[config.mk]
export PLATFORM = sky130hd
export DESIGN_NAME = multi_channel_trigger_sequencer
export DESIGN_NICKNAME = d
export VERILOG_FILES = /design/src/rtl/multi_channel_trigger_sequencer.sv
export SDC_FILE = /design/constraint.sdc
export NUM_CORES = 2
export LEC_CHECK = 0
export CORE_UTILIZATION = 35
export CTS_CLUSTER_DIAMETER = 150
export DETAILED_ROUTE_END_ITERATION = 8
export PLACE_DENSITY = 0.61
export REMOVE_ABC_BUFFERS = 1
export SYNTH_ARGS = -nofsm -noshare
export SYNTH_HDL_FRONTEND = slang
export SYNTH_SLANG_ARGS = --single-unit
[constraint.sdc]
create_clock -name clk -period 2.9 [get_ports clk]
set_input_delay 0.725 -clock clk [delete_from_list [all_inputs] [get_ports clk]]
set_output_delay 0.725 -clock clk [all_outputs]
set_load 0.01 [all_outputs]
[src/rtl/multi_channel_trigger_sequencer.sv]
// ----------------------------------------------------------------------------
// multi_channel_trigger_sequencer
//
// Purpose:
//   Fans one pre-synchronised trigger pulse out to NUM_CH independent channels.
//   Each armed, idle channel that sees the trigger plays a burst from its
//   active configuration: D delay cycles, then N pulses of W high cycles
//   separated by G low cycles. Configuration is double-buffered. cfg_we writes
//   a shadow field, and cfg_commit requests a shadow -> active copy. The copy
//   is applied only while the channel is idle.
//
// Optional feature (macro TRIG_TIMESTAMP_EN):
//   Adds a free-running TS_W-bit counter, the ts_out and ts_valid ports, and a
//   per-channel capture of the counter value in the accept cycle.
//
// Ports:
//   clk          in   single rising-edge clock
//   rst_n        in   synchronous reset, active-low
//   trig_pulse   in   1-cycle trigger (already synchronised / edge-detected)
//   arm          in   [NUM_CH]  per-channel trigger acceptance enable (level)
//   abort        in   [NUM_CH]  per-channel kill of a running burst
//   cfg_we       in   write cfg_wdata into shadow field cfg_addr of channel cfg_ch
//   cfg_ch       in   [CH_W]    channel select
//   cfg_addr     in   [2]       0 delay, 1 width, 2 gap, 3 count (low COUNT_W bits)
//   cfg_wdata    in   [DELAY_W] write data
//   cfg_commit   in   [NUM_CH]  request shadow -> active copy
//   miss_clr     in   [NUM_CH]  clear sticky missed flag
//   trig_out     out  [NUM_CH]  registered burst outputs
//   busy         out  [NUM_CH]  channel not idle
//   done         out  [NUM_CH]  1-cycle pulse at burst completion
//   missed       out  [NUM_CH]  sticky: trigger seen while armed and busy
//   commit_pend  out  [NUM_CH]  commit requested, not yet applied
//   ts_out       out  [NUM_CH*TS_W] accept timestamps (TRIG_TIMESTAMP_EN only)
//   ts_valid     out  [NUM_CH]  1-cycle pulse after accept (TRIG_TIMESTAMP_EN only)
// ----------------------------------------------------------------------------
module multi_channel_trigger_sequencer #(
    parameter int unsigned  NUM_CH  = 4,
    parameter int unsigned  DELAY_W = 32,
    parameter int unsigned  COUNT_W = 8,
    parameter int unsigned  TS_W    = 32,
    localparam int unsigned CH_W    = (NUM_CH > 1) ? $clog2(NUM_CH) : 1
) (
    input  logic                 clk,
    input  logic                 rst_n,
    input  logic                 trig_pulse,
    input  logic [NUM_CH-1:0]    arm,
    input  logic [NUM_CH-1:0]    abort,
    input  logic                 cfg_we,
    input  logic [CH_W-1:0]      cfg_ch,
    input  logic [1:0]           cfg_addr,
    input  logic [DELAY_W-1:0]   cfg_wdata,
    input  logic [NUM_CH-1:0]    cfg_commit,
    input  logic [NUM_CH-1:0]    miss_clr,
    output logic [NUM_CH-1:0]    trig_out,
    output logic [NUM_CH-1:0]    busy,
    output logic [NUM_CH-1:0]    done,
    output logic [NUM_CH-1:0]    missed,
`ifdef TRIG_TIMESTAMP_EN
    output logic [NUM_CH-1:0]    commit_pend,
    output logic [NUM_CH*TS_W-1:0] ts_out,
    output logic [NUM_CH-1:0]    ts_valid
`else
    output logic [NUM_CH-1:0]    commit_pend
`endif
);

    typedef enum logic [1:0] {
        StIdle  = 2'd0,
        StDelay = 2'd1,
        StPulse = 2'd2,
        StGap   = 2'd3
    } state_e;

    // Elaboration-time parameter sanity check.
    if (NUM_CH < 1 || NUM_CH > 16 || COUNT_W > DELAY_W || TS_W < 1) begin : g_param_check
        $error("multi_channel_trigger_sequencer: unsupported parameter set");
    end

`ifdef TRIG_TIMESTAMP_EN
    logic [TS_W-1:0] ts_cnt_q, ts_cnt_d;

    always_comb begin
        ts_cnt_d = ts_cnt_q + TS_W'(1);
    end

    always_ff @(posedge clk) begin
        if (!rst_n) begin
            ts_cnt_q <= '0;
        end else begin
            ts_cnt_q <= ts_cnt_d;
        end
    end
`endif

    for (genvar gi = 0; gi < NUM_CH; gi++) begin : g_ch
        state_e             state_q, state_d;
        logic [DELAY_W-1:0] cnt_q, cnt_d;      // cycles left in current phase, incl. this one
        logic [COUNT_W-1:0] left_q, left_d;    // pulses left, incl. the current one

        logic [DELAY_W-1:0] sh_dly_q, sh_dly_d, sh_wid_q, sh_wid_d, sh_gap_q, sh_gap_d;
        logic [COUNT_W-1:0] sh_num_q, sh_num_d;
        logic [DELAY_W-1:0] act_dly_q, act_dly_d, act_wid_q, act_wid_d, act_gap_q, act_gap_d;
        logic [COUNT_W-1:0] act_num_q, act_num_d;

        logic pend_q, pend_d;
        logic missed_q, missed_d;
        logic trig_q, trig_d;
        logic busy_q, busy_d;
        logic done_q, done_d;

        logic               sel;
        logic               accept;
        logic               copy;
        logic [DELAY_W-1:0] wid_eff, gap_eff;
        logic [COUNT_W-1:0] num_eff;

        // Active config can only change while idle, so it is stable for the
        // whole burst; it serves as the accept-time snapshot without extra flops.
        always_comb begin
            sel     = cfg_we && (cfg_ch == CH_W'(gi));
            accept  = trig_pulse && arm[gi] && (state_q == StIdle) && !abort[gi];
            copy    = pend_q && (state_q == StIdle) && !accept;
            wid_eff = (act_wid_q == '0) ? DELAY_W'(1) : act_wid_q;
            gap_eff = (act_gap_q == '0) ? DELAY_W'(1) : act_gap_q;
            num_eff = (act_num_q == '0) ? COUNT_W'(1) : act_num_q;
        end

        // Shadow / active configuration and commit handshake.
        always_comb begin
            sh_dly_d  = sh_dly_q;
            sh_wid_d  = sh_wid_q;
            sh_gap_d  = sh_gap_q;
            sh_num_d  = sh_num_q;
            act_dly_d = act_dly_q;
            act_wid_d = act_wid_q;
            act_gap_d = act_gap_q;
            act_num_d = act_num_q;
            if (sel) begin
                case (cfg_addr)
                    2'd0:    sh_dly_d = cfg_wdata;
                    2'd1:    sh_wid_d = cfg_wdata;
                    2'd2:    sh_gap_d = cfg_wdata;
                    default: sh_num_d = cfg_wdata[COUNT_W-1:0];
                endcase
            end
            if (copy) begin
                act_dly_d = sh_dly_q;
                act_wid_d = sh_wid_q;
                act_gap_d = sh_gap_q;
                act_num_d = sh_num_q;
            end
            // A new request in the copy cycle keeps the flag set.
            pend_d = (pend_q && !copy) || cfg_commit[gi];
        end

        // Burst sequencer.
        always_comb begin
            state_d = state_q;
            cnt_d   = cnt_q;
            left_d  = left_q;
            done_d  = 1'b0;
            if (abort[gi]) begin
                state_d = StIdle;
            end else begin
                case (state_q)
                    StIdle: begin
                        if (accept) begin
                            left_d = num_eff;
                            if (act_dly_q == '0) begin
                                state_d = StPulse;
                                cnt_d   = wid_eff;
                            end else begin
                                state_d = StDelay;
                                cnt_d   = act_dly_q;
                            end
                        end
                    end
                    StDelay: begin
                        if (cnt_q <= DELAY_W'(1)) begin
                            state_d = StPulse;
                            cnt_d   = wid_eff;
                        end else begin
                            cnt_d = cnt_q - DELAY_W'(1);
                        end
                    end
                    StPulse: begin
                        if (cnt_q <= DELAY_W'(1)) begin
                            if (left_q <= COUNT_W'(1)) begin
                                state_d = StIdle;
                                done_d  = 1'b1;
                            end else begin
                                state_d = StGap;
                                cnt_d   = gap_eff;
                                left_d  = left_q - COUNT_W'(1);
                            end
                        end else begin
                            cnt_d = cnt_q - DELAY_W'(1);
                        end
                    end
                    StGap: begin
                        if (cnt_q <= DELAY_W'(1)) begin
                            state_d = StPulse;
                            cnt_d   = wid_eff;
                        end else begin
                            cnt_d = cnt_q - DELAY_W'(1);
                        end
                    end
                    default: state_d = StIdle;
                endcase
            end
            // Outputs are registered copies of the next state.
            trig_d   = (state_d == StPulse);
            busy_d   = (state_d != StIdle);
            // Set has priority over clear.
            missed_d = (trig_pulse && arm[gi] && (state_q != StIdle)) ||
                       (missed_q && !miss_clr[gi]);
        end

        always_ff @(posedge clk) begin
            if (!rst_n) begin
                state_q   <= StIdle;
                cnt_q     <= '0;
                left_q    <= '0;
                sh_dly_q  <= '0;
                sh_wid_q  <= DELAY_W'(1);
                sh_gap_q  <= DELAY_W'(1);
                sh_num_q  <= COUNT_W'(1);
                act_dly_q <= '0;
                act_wid_q <= DELAY_W'(1);
                act_gap_q <= DELAY_W'(1);
                act_num_q <= COUNT_W'(1);
                pend_q    <= 1'b0;
                missed_q  <= 1'b0;
                trig_q    <= 1'b0;
                busy_q    <= 1'b0;
                done_q    <= 1'b0;
            end else begin
                state_q   <= state_d;
                cnt_q     <= cnt_d;
                left_q    <= left_d;
                sh_dly_q  <= sh_dly_d;
                sh_wid_q  <= sh_wid_d;
                sh_gap_q  <= sh_gap_d;
                sh_num_q  <= sh_num_d;
                act_dly_q <= act_dly_d;
                act_wid_q <= act_wid_d;
                act_gap_q <= act_gap_d;
                act_num_q <= act_num_d;
                pend_q    <= pend_d;
                missed_q  <= missed_d;
                trig_q    <= trig_d;
                busy_q    <= busy_d;
                done_q    <= done_d;
            end
        end

        assign trig_out[gi]    = trig_q;
        assign busy[gi]        = busy_q;
        assign done[gi]        = done_q;
        assign missed[gi]      = missed_q;
        assign commit_pend[gi] = pend_q;

`ifdef TRIG_TIMESTAMP_EN
        logic [TS_W-1:0] ts_q, ts_d;
        logic            tsv_q, tsv_d;

        always_comb begin
            ts_d  = accept ? ts_cnt_q : ts_q;
            tsv_d = accept;
        end

        always_ff @(posedge clk) begin
            if (!rst_n) begin
                ts_q  <= '0;
                tsv_q <= 1'b0;
            end else begin
                ts_q  <= ts_d;
                tsv_q <= tsv_d;
            end
        end

        assign ts_out[gi*TS_W +: TS_W] = ts_q;
        assign ts_valid[gi]            = tsv_q;
`endif
    end

endmodule

Word-level counts from Yosys, hierarchy flattened
Index checks and enable logic that the tools add are counted.
{"block": "totals", "ff_bits": 1020, "in_bits": 56, "output_inout_bits": 20, "elab_cells": 342}
{"block": "classes", "n_addsub": 8, "magnitude_cmp": 8, "n_eq_ne": 37, "muxes": 84, "bitwise": 14, "n_reduce_logical": 127}
{"op": "two-way mux 32 bit", "n": 28}
{"op": "zero test 32 bit", "n": 12}
{"op": "case mux 32 bit (3 select lines)", "n": 4}
{"op": "less-or-equal comparator 32 x 1 -> 1 bit (second input constant)", "n": 4}
{"op": "two-way mux 8 bit", "n": 16}
{"op": "subtractor 32 x 1 -> 32 bit (second input constant)", "n": 4}
{"op": "case mux 8 bit (2 select lines)", "n": 4}
{"op": "two-way mux 2 bit", "n": 24}
{"op": "logical AND 1 bit", "n": 36}
{"op": "less-or-equal comparator 8 x 1 -> 1 bit (second input constant)", "n": 4}
{"op": "zero test 8 bit", "n": 4}
{"op": "AND reduction 2 bit", "n": 16}
{"op": "subtractor 8 x 1 -> 8 bit (second input constant)", "n": 4}
{"op": "== test 2 bit (second input constant)", "n": 15}
{"op": "inequality test 2 bit (second input constant)", "n": 12}
{"op": "case mux 2 bit (3 select lines)", "n": 4}
{"op": "nonzero test 2 bit", "n": 12}
{"op": "AND reduction 5 bit", "n": 4}
{"op": "zero test 1 bit", "n": 16}
{"op": "OR reduction 4 bit", "n": 4}
{"op": "NOT 1 bit", "n": 14}
{"op": "== test 2 x 1 -> 1 bit (second input constant)", "n": 6}
{"op": "zero test 2 bit", "n": 6}
{"op": "inequality test 3 bit (second input constant)", "n": 4}
{"op": "other kinds (5)", "n": 21}

Longest topological paths before layout
{"block": "logic_depth", "word_depth": 8, "mapped_depth": 12, "ltp_nobuf": 9}

Least setup slack after synthesis
Ideal clock, no wire load.
{"block": "synth_path", "path_type": "register to register", "start": "reg g_ch[0].cnt_q[16]", "end": "reg g_ch[0].cnt_q[28]", "arrival_time_ns": 2.634, "slack_ns": 0.147, "path_stages_with_launch": 10, "path_buffers": 3, "cell_sequence": "dfxtp_1 > or4_4 > or2_1 > buf_6 > or4_4 > buf_6 > o21ai_2 > buf_2 > a21oi_1 > o221a_2"}
{"block": "synth_between", "elab_chain_len": 3}
{"element": "from (decl)", "line": "97", "source": "logic [DELAY_W-1:0] cnt_q, cnt_d;"}
{"element": "from (signal assigned)", "line": "239", "source": "cnt_q <= cnt_d;"}
{"element": "subtractor 32 x 1 -> 32 bit or less-or-equal comparator 32 x 1 -> 1 bit (tied branches)"}
{"element": "two-way mux 32 bit, or another cell as far along", "line": "179, 201"}
{"element": "case mux 32 bit (3 select lines) or AND reduction 3 bit (tied branches)"}
Parallel ways exist; a longest one is shown, timed or not.
A chain may end at the register's enable or synchronous reset.

Worst setup path in the final report
{"block": "layout_path", "start": "reg g_ch[0].cnt_q[20]", "end": "reg g_ch[0].cnt_q[26]"}
Same word-level chain as after synthesis.

==> key figures <==
Routing
  • Per-cell routed wire length: 19.71 um
  • Antenna viol nets, final: 0
  • Initial drt markers: 3876
  • Remaining DRCs: 0
  • Drt via density: 5.472
  • DRT Pass-1 Iters: 9
  • Total Wirelength: 148.0 mm
  • Vias: 41090

Finish
  • Non-filler cells, final: 7509
  • Register area: 20420 um2
  • Fillers: 12490
  • Share of cells above drive strength 1: 0.1009
  • Area growth, synth to finish: 18.71%
  • Design area: 51680 um2
  • Footprint of the multi-input gates: 21160 um2
  • Nets: 5858

Yosys
  • Synth Instances: 5722
  • Post-synthesis register bit count: 1020
  • Average size of a mapped cell: 7.609 um2
  • EDFF count, synth: 0
  • Synth Flop Type: dfxtp_1
  • Most frequent cell after synthesis: nand2_1
  • Top post-synthesis cells by area: dfxtp_1 (47%), nand2_1 (15%), a21oi_1 (11%)
  • Yosys warning count: 0
  • Async SR Flop Fraction: 0
  • Cell Area, Synth: 43540 um2
  • Register area share after synthesis: 0.4690
  • Synth unique cells: 85
  • Biggest area consumer among synthesized cells: dfxtp_1
  • Most frequent cells after synthesis: nand2_1 (1759), dfxtp_1 (1020), a21oi_1 (962)
  • Synth top area share: 0.4690

GRT
  • All-Layer GR Usage: 0.2290
  • Largest net degree at the start of global routing: 94
  • Antenna violations before repair: 9
  • Vias in the first global route: 37920
  • Global route total overflow: 0
  • First-pass GRT wire length: 228.7 mm

Setup path
  • Startpoint types: flop
  • Reg2Reg Depth: 7
  • Largest fanout on the critical path: 11
  • Cell mode on critical path: or4_1
  • R2r startpoint: g_ch[0].cnt_q[20]$_SDFFE_PN0P_
  • CP Cell Sequence: or4_1 -> or2_1 -> or4_4 -> buf_4 -> and3_1 -> or4_1 -> a31oi_1
  • Category of the most critical setup path: flop to flop
  • Setup crit end kind: flop
  • Setup crit start: g_ch[0].cnt_q[20]$_SDFFE_PN0P_
  • Flop2flop setup slack: 60 ps
  • RR Endpoint: g_ch[0].cnt_q[26]$_SDFFE_PN0P_
  • Crit path required time: 3510 ps
  • Critical-path cell with the highest stage delay: or4_4
  • CP max stage delay: 650 ps
  • Crit path arrival time: 3450 ps

Pwr
  • Cell internal pwr: 0.02438 W
  • Cell area power density: 639.0 nW/um2
  • Clock group share of total power: 0.438
  • Max rail drop VDD: 0.0004011 V
  • Sequential power share: 0.438
  • Pleak: 17.94 nW
  • P_sw: 0.008643 W
  • Net switching fraction of the power: 0.2617
  • Comb pwr share: 0.124
  • Total power: 0.03302 W

STA
  • Final worst-path cycle share: 0.9789
  • Final Skew: 23.93 ps
  • Slew of the pin with the lowest slew margin: 1033 ps
  • Final hold violation count: 0
  • Achievable Freq: 352.2 MHz
  • Slew margin rel.: 0.3089
  • Unrepaired setup endpoints after global routing: false
  • Final number of max-transition violations: 0
  • Final hold slack: 442.7 ps
  • Final setup viols: 0
  • Minimum clock period: 2839 ps

Floorplanning
  • Core area: 123500 um2
  • Die height: 354.7 um
  • Die X: 354.7 um
  • Top-Level Pins: 76
  • Cell Rows: 129
  • Starting Density: 0.3526
  • Die footprint: 125800 um2

Clock network
  • CTS Buffer Depth: 3
  • Clock slew at reported path FFs: 60 ps
  • Clock Sinks: 1020
  • Worst-Skew Late Latency: 700 ps
  • H-tree levels: 3
  • TritonCTS buffer count: 106
  • CTS tree: built
  • Clock root buffer: clkbuf_16

Hold path
  • Hold Crit Class: flop to flop
  • Hold depth: 2
  • Worst hold path endpoint: g_ch[1].act_gap_q[21]$_SDFFE_PN0P_
  • Hold Path Origin: g_ch[1].sh_gap_q[21]$_SDFFE_PN0P_

Status
  • Status: completed

Placed design
  • Inst Count DP: 7314
  • PortBufs: 75
  • Placer congestion estimate: 0.9594
  • Placed Area: 47950 um2
  • Hpwl dp: 96.65 mm

Job
  • Max Cap Viol: 0
[repair_timing]
| item | CTS | global route |
|---|---|---|
| hold buffers | 0 | 0 |
| buffers inserted | 0 | 1 |
| setup endpoints to repair | 0 | 28 |
| gates resized for setup | 0 | 5 |
[worst max path at each step]
| stage | to | slack (ps) |
|---|---|---|
| after floorplan | g_ch[1].cnt_q[31]$_SDFFE_PN0P_ | -5680 |
| after global placement | g_ch[3].act_gap_q[4]$_SDFFE_PN0P_ | -0.06 |
| after detailed placement | g_ch[3].left_q[0]$_SDFFE_PN0P_ | 20 |
| after CTS | g_ch[0].cnt_q[18]$_SDFFE_PN0P_ | 50 |
| after global routing | g_ch[0].cnt_q[18]$_SDFFE_PN0P_ | 8 |
| final | g_ch[0].cnt_q[26]$_SDFFE_PN0P_ | 60 |
[power groups by stage]
stage | clock network [W] | registers [W] | logic, W
final | 0.0145 | 0.0145 | 0.00409
after global placement | 0 | 0.0148 | 0.00399
after CTS | 0.0147 | 0.0145 | 0.00403
after detailed placement | 0 | 0.0148 | 0.00401
after global routing | 0.0153 | 0.0145 | 0.00440
after floorplan | 0 | 0.0147 | 0.00209
[per-stage QoR]
stage                     TNS (ps)  worst slack (ps)  utilization
after floorplan           -4067430             -5678            -
after global placement    -0.05818          -0.05818       0.3883
after detailed placement         0             20.81       0.3883
after CTS                        0             46.20       0.4183
after global routing             0             7.932       0.4185
final                            0             61.06       0.4186
[registers in the layout, summed over array words and instances (netlist names)]
name / cells
g_ch.busy_q: 4
g_ch.pend_q: 4
g_ch.done_q: 4
g_ch.sh_gap_q: 128
g_ch.act_wid_q: 128
g_ch.left_q: 32
g_ch.act_num_q: 32
g_ch.sh_wid_q: 128
g_ch.act_dly_q: 128
g_ch.cnt_q: 128
g_ch.trig_q: 4
g_ch.sh_num_q: 32
g_ch.act_gap_q: 128
g_ch.state_q: 8
g_ch.missed_q: 4
g_ch.sh_dly_q: 128
[placed cells by master (no fill, tap or decap), types with 17 or more instances in the layout]
master / n
clkdlybuf4s50_1: 74
and2_1: 18
nor4_1: 147
clkinv_2: 17
or2_2: 18
o22ai_1: 25
or4_1: 24
nand3_1: 74
o21a_1: 20
a222oi_1: 18
a221oi_1: 18
clkbuf_1: 18
nand4_1: 53
a31oi_1: 60
buf_4: 269
xor2_1: 43
xnor2_1: 31
a21oi_1: 960
buf_12: 64
clkbuf_8: 27
clkbuf_16: 110
nor3_1: 89
a22oi_1: 28
or3_1: 27
a21o_1: 38
inv_1: 75
dfxtp_1: 1020
a211o_1: 19
nor2_1: 167
nand2_1: 1759
o21ai_0: 174
o211ai_1: 20
mux2i_1: 59
[worst max-delay path, delay by kind of cell, from the launching register on]
kind            cells  cell delay, ps
compound gates      1             160
buf+inv             1             210
flops               1             310
simple gates        5            2100
[logic make-up after synthesis]
logic type,Yosys count,share of synthesized area
AND/OR/NAND/NOR,2478,0.2434
AO/OA/AOI/OAI,1542,0.2052
flip-flops,1020,0.4690
buffers and inverters,528,0.04799
XOR/XNOR,74,0.01489
multiplexers,64,0.01486
adder cells (fa/ha/maj),16,0.004598
[final cells by class]
type                            count  area share
Tap cell                         1637     0.03963
Antenna cell                        3   0.0001453
Multi-Input combinational cell   4174      0.4095
Sequential cell                  1020      0.3951
Inverter                           76    0.005665
Clock buffer                      155     0.06176
Timing Repair Buffer              408     0.07841
Clock inverter                     36    0.009853
[routing by layer]
layer | GRT usage | share of wire
met5 | 0 | 0.00016
met4 | 0.07698 | 0.035
met3 | 0.03095 | 0.064
met2 | 0.3647 | 0.45
met1 | 0.3173 | 0.45
No activity file was read; power rests on OpenSTA's default activity.
